## config.mk

```make
export PLATFORM = sky130hd
export DESIGN_NAME = pid_cfg_loader
export DESIGN_NICKNAME = d
export VERILOG_FILES = /design/src/rtl/pid_cfg_loader.sv
export SDC_FILE = /design/constraint.sdc
export NUM_CORES = 1
export LEC_CHECK = 0
export CAP_MARGIN = 10
export CORE_MARGIN = 5
export CORE_UTILIZATION = 40
export CTS_CLUSTER_DIAMETER = 120
export CTS_CLUSTER_SIZE = 24
export DETAILED_ROUTE_END_ITERATION = 8
export DONT_BUFFER_PORTS = 1
export PLACE_DENSITY_LB_ADDON = 0.3
export SYNTH_ARGS = -nofsm -noshare
export SYNTH_HDL_FRONTEND = slang
export SYNTH_SLANG_ARGS = --single-unit
export TNS_END_PERCENT = 10
```

## constraint.sdc

```tcl
create_clock -name clock -period 2.38 [get_ports clock]
set_input_delay 0.476 -clock clock [delete_from_list [all_inputs] [get_ports clock]]
set_output_delay 0.476 -clock clock [all_outputs]
set_load 0.05 [all_outputs]
```

## src/rtl/pid_cfg_loader.sv

```systemverilog
// rtl/pid_cfg_loader.sv - framed byte-stream decoder that writes PID gain registers
module pid_cfg_loader #(
    parameter int         D_WIDTH   = 18,
    parameter int         NUM_REGS  = 4,
    parameter logic [7:0] SYNC_BYTE = 8'hA5,
    parameter int         TIMEOUT   = 1000
) (
    input  logic               clock,
    input  logic               reset,
    input  logic [7:0]         rx_data,
    input  logic               rx_valid,
    output logic               rx_ready,
    input  logic               iterate_enable,
    output logic               write_enable,
    output logic [D_WIDTH-1:0] reg_addr,
    output logic [D_WIDTH-1:0] reg_data,
    output logic               frame_ok,
    output logic               frame_err,
    output logic [1:0]         err_code
);

    localparam int TW   = $clog2(TIMEOUT + 1);
    localparam int TOPW = 25 - D_WIDTH;
    localparam logic [8:0] NUM_REGS_W = 9'(NUM_REGS);

    typedef enum logic [2:0] {
        S_HUNT, S_ADDR, S_D2, S_D1, S_D0, S_CSUM, S_WAIT_WR, S_STROBE
    } state_t;

    state_t          state;
    logic [TW-1:0]   gap;
    logic [7:0]      addr_q;
    logic [23:0]     raw_q;
    logic            timeout_q;
    logic            in_frame;
    logic            take;
    logic            strobe;
    logic            expire;
    logic            csum_bad;
    logic            addr_bad;
    logic            range_ok;
    logic [TOPW-1:0] raw_top;

    assign in_frame = (state == S_ADDR) || (state == S_D2) || (state == S_D1) ||
                      (state == S_D0) || (state == S_CSUM);

    // The cycle right after a timeout refuses bytes so a late byte cannot start a new frame.
    assign rx_ready = !reset && !timeout_q && ((state == S_HUNT) || in_frame);
    assign take     = rx_valid && rx_ready;
    assign expire   = in_frame && !take && (gap == TW'(TIMEOUT - 2));

    // Strobe is gated by the live iterate_enable so a write never overlaps an iteration.
    assign strobe       = !reset && (state == S_STROBE) && !iterate_enable;
    assign write_enable = !strobe;
    assign frame_ok     = strobe;

    assign csum_bad = (addr_q ^ raw_q[23:16] ^ raw_q[15:8] ^ raw_q[7:0]) != rx_data;
    assign addr_bad = {1'b0, addr_q} >= NUM_REGS_W;
    assign raw_top  = raw_q[23:D_WIDTH-1];
    assign range_ok = (raw_top == '0) || (raw_top == '1);

    always_ff @(posedge clock) begin
        if (reset) begin
            state     <= S_HUNT;
            gap       <= '0;
            addr_q    <= '0;
            raw_q     <= '0;
            reg_addr  <= '0;
            reg_data  <= '0;
            frame_err <= 1'b0;
            err_code  <= 2'd0;
            timeout_q <= 1'b0;
        end else begin
            frame_err <= 1'b0;
            timeout_q <= 1'b0;
            if (take || !in_frame) begin
                gap <= '0;
            end else begin
                gap <= gap + TW'(1);
            end

            case (state)
                S_HUNT: begin
                    if (take && (rx_data == SYNC_BYTE)) begin
                        state <= S_ADDR;
                    end
                end
                S_ADDR: begin
                    if (take) begin
                        addr_q <= rx_data;
                        state  <= S_D2;
                    end
                end
                S_D2: begin
                    if (take) begin
                        raw_q[23:16] <= rx_data;
                        state        <= S_D1;
                    end
                end
                S_D1: begin
                    if (take) begin
                        raw_q[15:8] <= rx_data;
                        state       <= S_D0;
                    end
                end
                S_D0: begin
                    if (take) begin
                        raw_q[7:0] <= rx_data;
                        state      <= S_CSUM;
                    end
                end
                S_CSUM: begin
                    if (take) begin
                        if (csum_bad) begin
                            frame_err <= 1'b1;
                            err_code  <= 2'd1;
                            state     <= S_HUNT;
                        end else if (addr_bad) begin
                            frame_err <= 1'b1;
                            err_code  <= 2'd2;
                            state     <= S_HUNT;
                        end else if (!range_ok) begin
                            frame_err <= 1'b1;
                            err_code  <= 2'd3;
                            state     <= S_HUNT;
                        end else begin
                            reg_addr <= {{(D_WIDTH-8){1'b0}}, addr_q};
                            reg_data <= raw_q[D_WIDTH-1:0];
                            state    <= S_WAIT_WR;
                        end
                    end
                end
                S_WAIT_WR: begin
                    if (!iterate_enable) begin
                        state <= S_STROBE;
                    end
                end
                S_STROBE: begin
                    if (!iterate_enable) begin
                        state <= S_HUNT;
                    end
                end
                default: state <= S_HUNT;
            endcase

            if (expire) begin
                state     <= S_HUNT;
                frame_err <= 1'b1;
                err_code  <= 2'd0;
                timeout_q <= 1'b1;
            end
        end
    end

endmodule

```

==> results of run 1 <==
==> state kept, by name, indices dropped and copies added, names as in the netlist <==
name,cells
gap,10
reg_data,18
state,3
err_code,2
addr_q,8
reg_addr,8
raw_q,24
timeout_q,1
frame_err,1
==> power groups by stage <==
stage | registers, W | logic, W | clock network (W)
4_1_cts | 0.00125 | 0.0000813 | 0.00120
2_1_floorplan | 0.00128 | 0.000101 | 0
6_report | 0.00125 | 0.0000811 | 0.00119
3_3_place_gp | 0.00128 | 0.0000810 | 0
5_1_grt | 0.00125 | 0.0000850 | 0.00127
3_5_place_dp | 0.00128 | 0.0000812 | 0
==> final cells by class <==
type,instances,area [sq um]
Clock buffer,9,123.9
Multi-Input combinational cell,270,1873
Fill cell,840,4855
Timing Repair Buffer,8,60.06
Inverter,3,11.26
Tap cell,108,135.1
Sequential cell,75,1504
Clock inverter,7,116.4
==> worst max-delay path by stage <==
stage,cells after the start,slack (ns),to,startpoint
2_1_floorplan,4,0.05,frame_ok,reset
3_3_place_gp,5,0.20,reg_data[4],rx_data[6]
5_1_grt,5,-0.002,reg_data[16],raw_q[15]
3_5_place_dp,5,0.16,reg_addr[1],rx_data[6]
4_1_cts,5,0.16,reg_addr[1],raw_q[11]
6_report,5,0.21,reg_addr[1],raw_q[15]
==> cells in the mapped netlist (all sizes together), types with 3 or more instances <==
| library cell | n |
|---|---|
| a21oi | 23 |
| and3 | 3 |
| buf | 13 |
| clkbuf | 18 |
| dfxtp | 75 |
| inv | 3 |
| mux2i | 36 |
| nand2 | 25 |
| nand2b | 40 |
| nand3 | 23 |
| nand3b | 3 |
| nand4 | 3 |
| nor2 | 31 |
| nor3b | 7 |
| nor4 | 4 |
| o21ai | 4 |
| xnor2 | 9 |
| xnor3 | 8 |
| xor2 | 13 |
==> stage by stage <==
stage	hold slack, ns	TNS (ns)	power, W	util (%)
finish	0.1956	0	0.002525	44.06
global route	0.1747	-0.001899	0.002605	44.06
CTS	0.1783	0	0.002539	44.03
detailed placement	0.4611	0	0.001364	41.26
global placement	0.4520	0	0.001364	41.26
floorplan	0.4414	0	0.001384	-
==> repair_timing <==
item / 4_1_cts / 5_1_grt
gates resized for setup: 0 / 2
hold endpoints to repair: 0 / 0
endpoints found under the setup margin: 0 / 19
==> per-layer routing <==
layer / track usage, % / share of wire (%) / up-vias
met3: 5.649 / 7.5 / 12
met2: 20.08 / 44 / 50
met1: 17.00 / 47 / 1144
li1: - / - / 1229
met5: 0 / 0 / -
met4: 5.643 / 1.9 / 0
==> cell families after synthesis <==
group / count (synthesis) / share of synthesized area (%)
multiplexers: 36 / 10.15
other: 1 / 0.1056
XOR/XNOR: 30 / 10.50
AND/OR/NAND/NOR: 152 / 23.37
AO/OA/AOI/OAI: 40 / 6.838
buffers and inverters: 34 / 6.027
adder cells (fa/ha/maj): 2 / 0.7049
flip-flops: 75 / 42.30
==> critical path: stages, from the launching register on <==
cell	delay (ns)
dfxtp_2	0.35
xnor3_1	0.40
xnor2_1	0.15
nor4_2	0.38
and4_4	0.58
mux2i_1	0.24
==> out/results.ini, run 1 <==
[run]
maxCapViolations = 0

[final_layout]
nets = 381
final_cell_mix = dfxtp_1 (73), nand2b_1 (40), mux2i_1 (36)
fin_cells = 480
final_common_cell = dfxtp_1
diodes = 0
area_delta_synth_final_pct = 7.720
drive_gt1_share_pct = 9.140
final_cell_area_sq_um = 3824

[route]
dr.pass1.iters = 4
remaining_drc_errors = 0
first_iter_violations = 120
drtAntennaViolNets = 0
wire_per_inst_microns = 14.95
viasPerCell = 5.073
vias = 2435
wl_microns = 7175

[clock_tree]
cts_buffers = 9
worstSkewPairLatency_ns = 0.36
root_buffer = clkbuf_8
clock-sinks = 75
postCtsSetupBuffers = 0
cts_tree = yes
htreeDepth = 3
clk_pin_slew_ns = 0.08
cts_hold_buffers = 0
max-clock-path-buffers = 2

[yosys]
syn_inst = 370
seq_area_frac_synth_pct = 42.30
postSynthAreaPerCell_sq_um = 9.594
synth_top_area_share_pct = 42.30
yosys.area.top_type = dfxtp_1
yosys_warnings = 0
synthTopCellsByArea = dfxtp_1 (42%), mux2i_1 (10%), nand2b_1 (7.0%), xnor3_1 (5.1%), a21oi_1 (3.2%)
synth-main-ff-cell = dfxtp_1
synth-edff-count = 0
syn-cell-area_sq_um = 3550
yosysUniqueCellTypes = 45
synth_async_sr_flop_share_pct = 0
ys_ff_latch = 75

[sta]
rsz0062_at_grt = true
period_needed_ns = 2.167
fmax_mhz = 461.5
setup_violations = 0
skew_ns = 0.01032
setup_ws_ns = 0.2130
fin_crit_sh_pct = 91.05
finalHoldViolCount = 0
slew_headroom_pct = 59.03
slew_viol_final = 0
worstMarginPinSlew_ns = 0.6126

[hold_path]
hold_path_depth = 1
hold_end = addr_q[0]
hold_class = primary input to flop
min-delay-start = reset

[setup_path]
reg2reg_from = raw_q[15]
critical_path_class = flop to flop
reg2regPathDepth = 5
cp-end-kind = flop
cp.required_ns = 2.66
r2r_setup_slack_ns = 0.21
cp_max_fo = 26
r2r-end = reg_addr[1]
arrival_ns = 2.45
startpoint_type = flop

[place]
post-place-ws_ns = 0.1566
placed_cells = 464
gp_congestion = 0.7295
place_area_sq_um = 3581
hpwl_microns = 4943
io_buffers = 0

[power_and_ir_drop]
pwr-share-clk_pct = 47.1
leakage_nw = 1.425
peakVddDrop_mv = 0.2956
p_int_w = 0.001975
comb_power_share_pct = 3.2
switchingPower_w = 0.0005504
p_per_area_nw_per_um2 = 660.5
swShare_pct = 21.79
sequentialPowerShare_pct = 49.6

[floorplan]
core_area_sq_um = 8678
die_area_sq_um = 10860
die_h_microns = 104.2
initial_core_util_pct = 40.90
fp-row-count = 34
die_w_microns = 104.2
io_pins = 54

[run_status]
status = finished clean

[global_routing]
grt_pass1_wl_microns = 11870
first_global_vias = 2317
antenna_found_initial = 0
grt_max_degree = 86
grt_usage_pct = 13.44
globalRouteOverflowTotal = 0

Power figures use the tool's default switching activity.
==> run 2: changes to the inputs <==
CTS_CLUSTER_SIZE = default   (was 24)
==> results of run 2 <==
Final layout, timing and power as in run 1 (identical DEF).
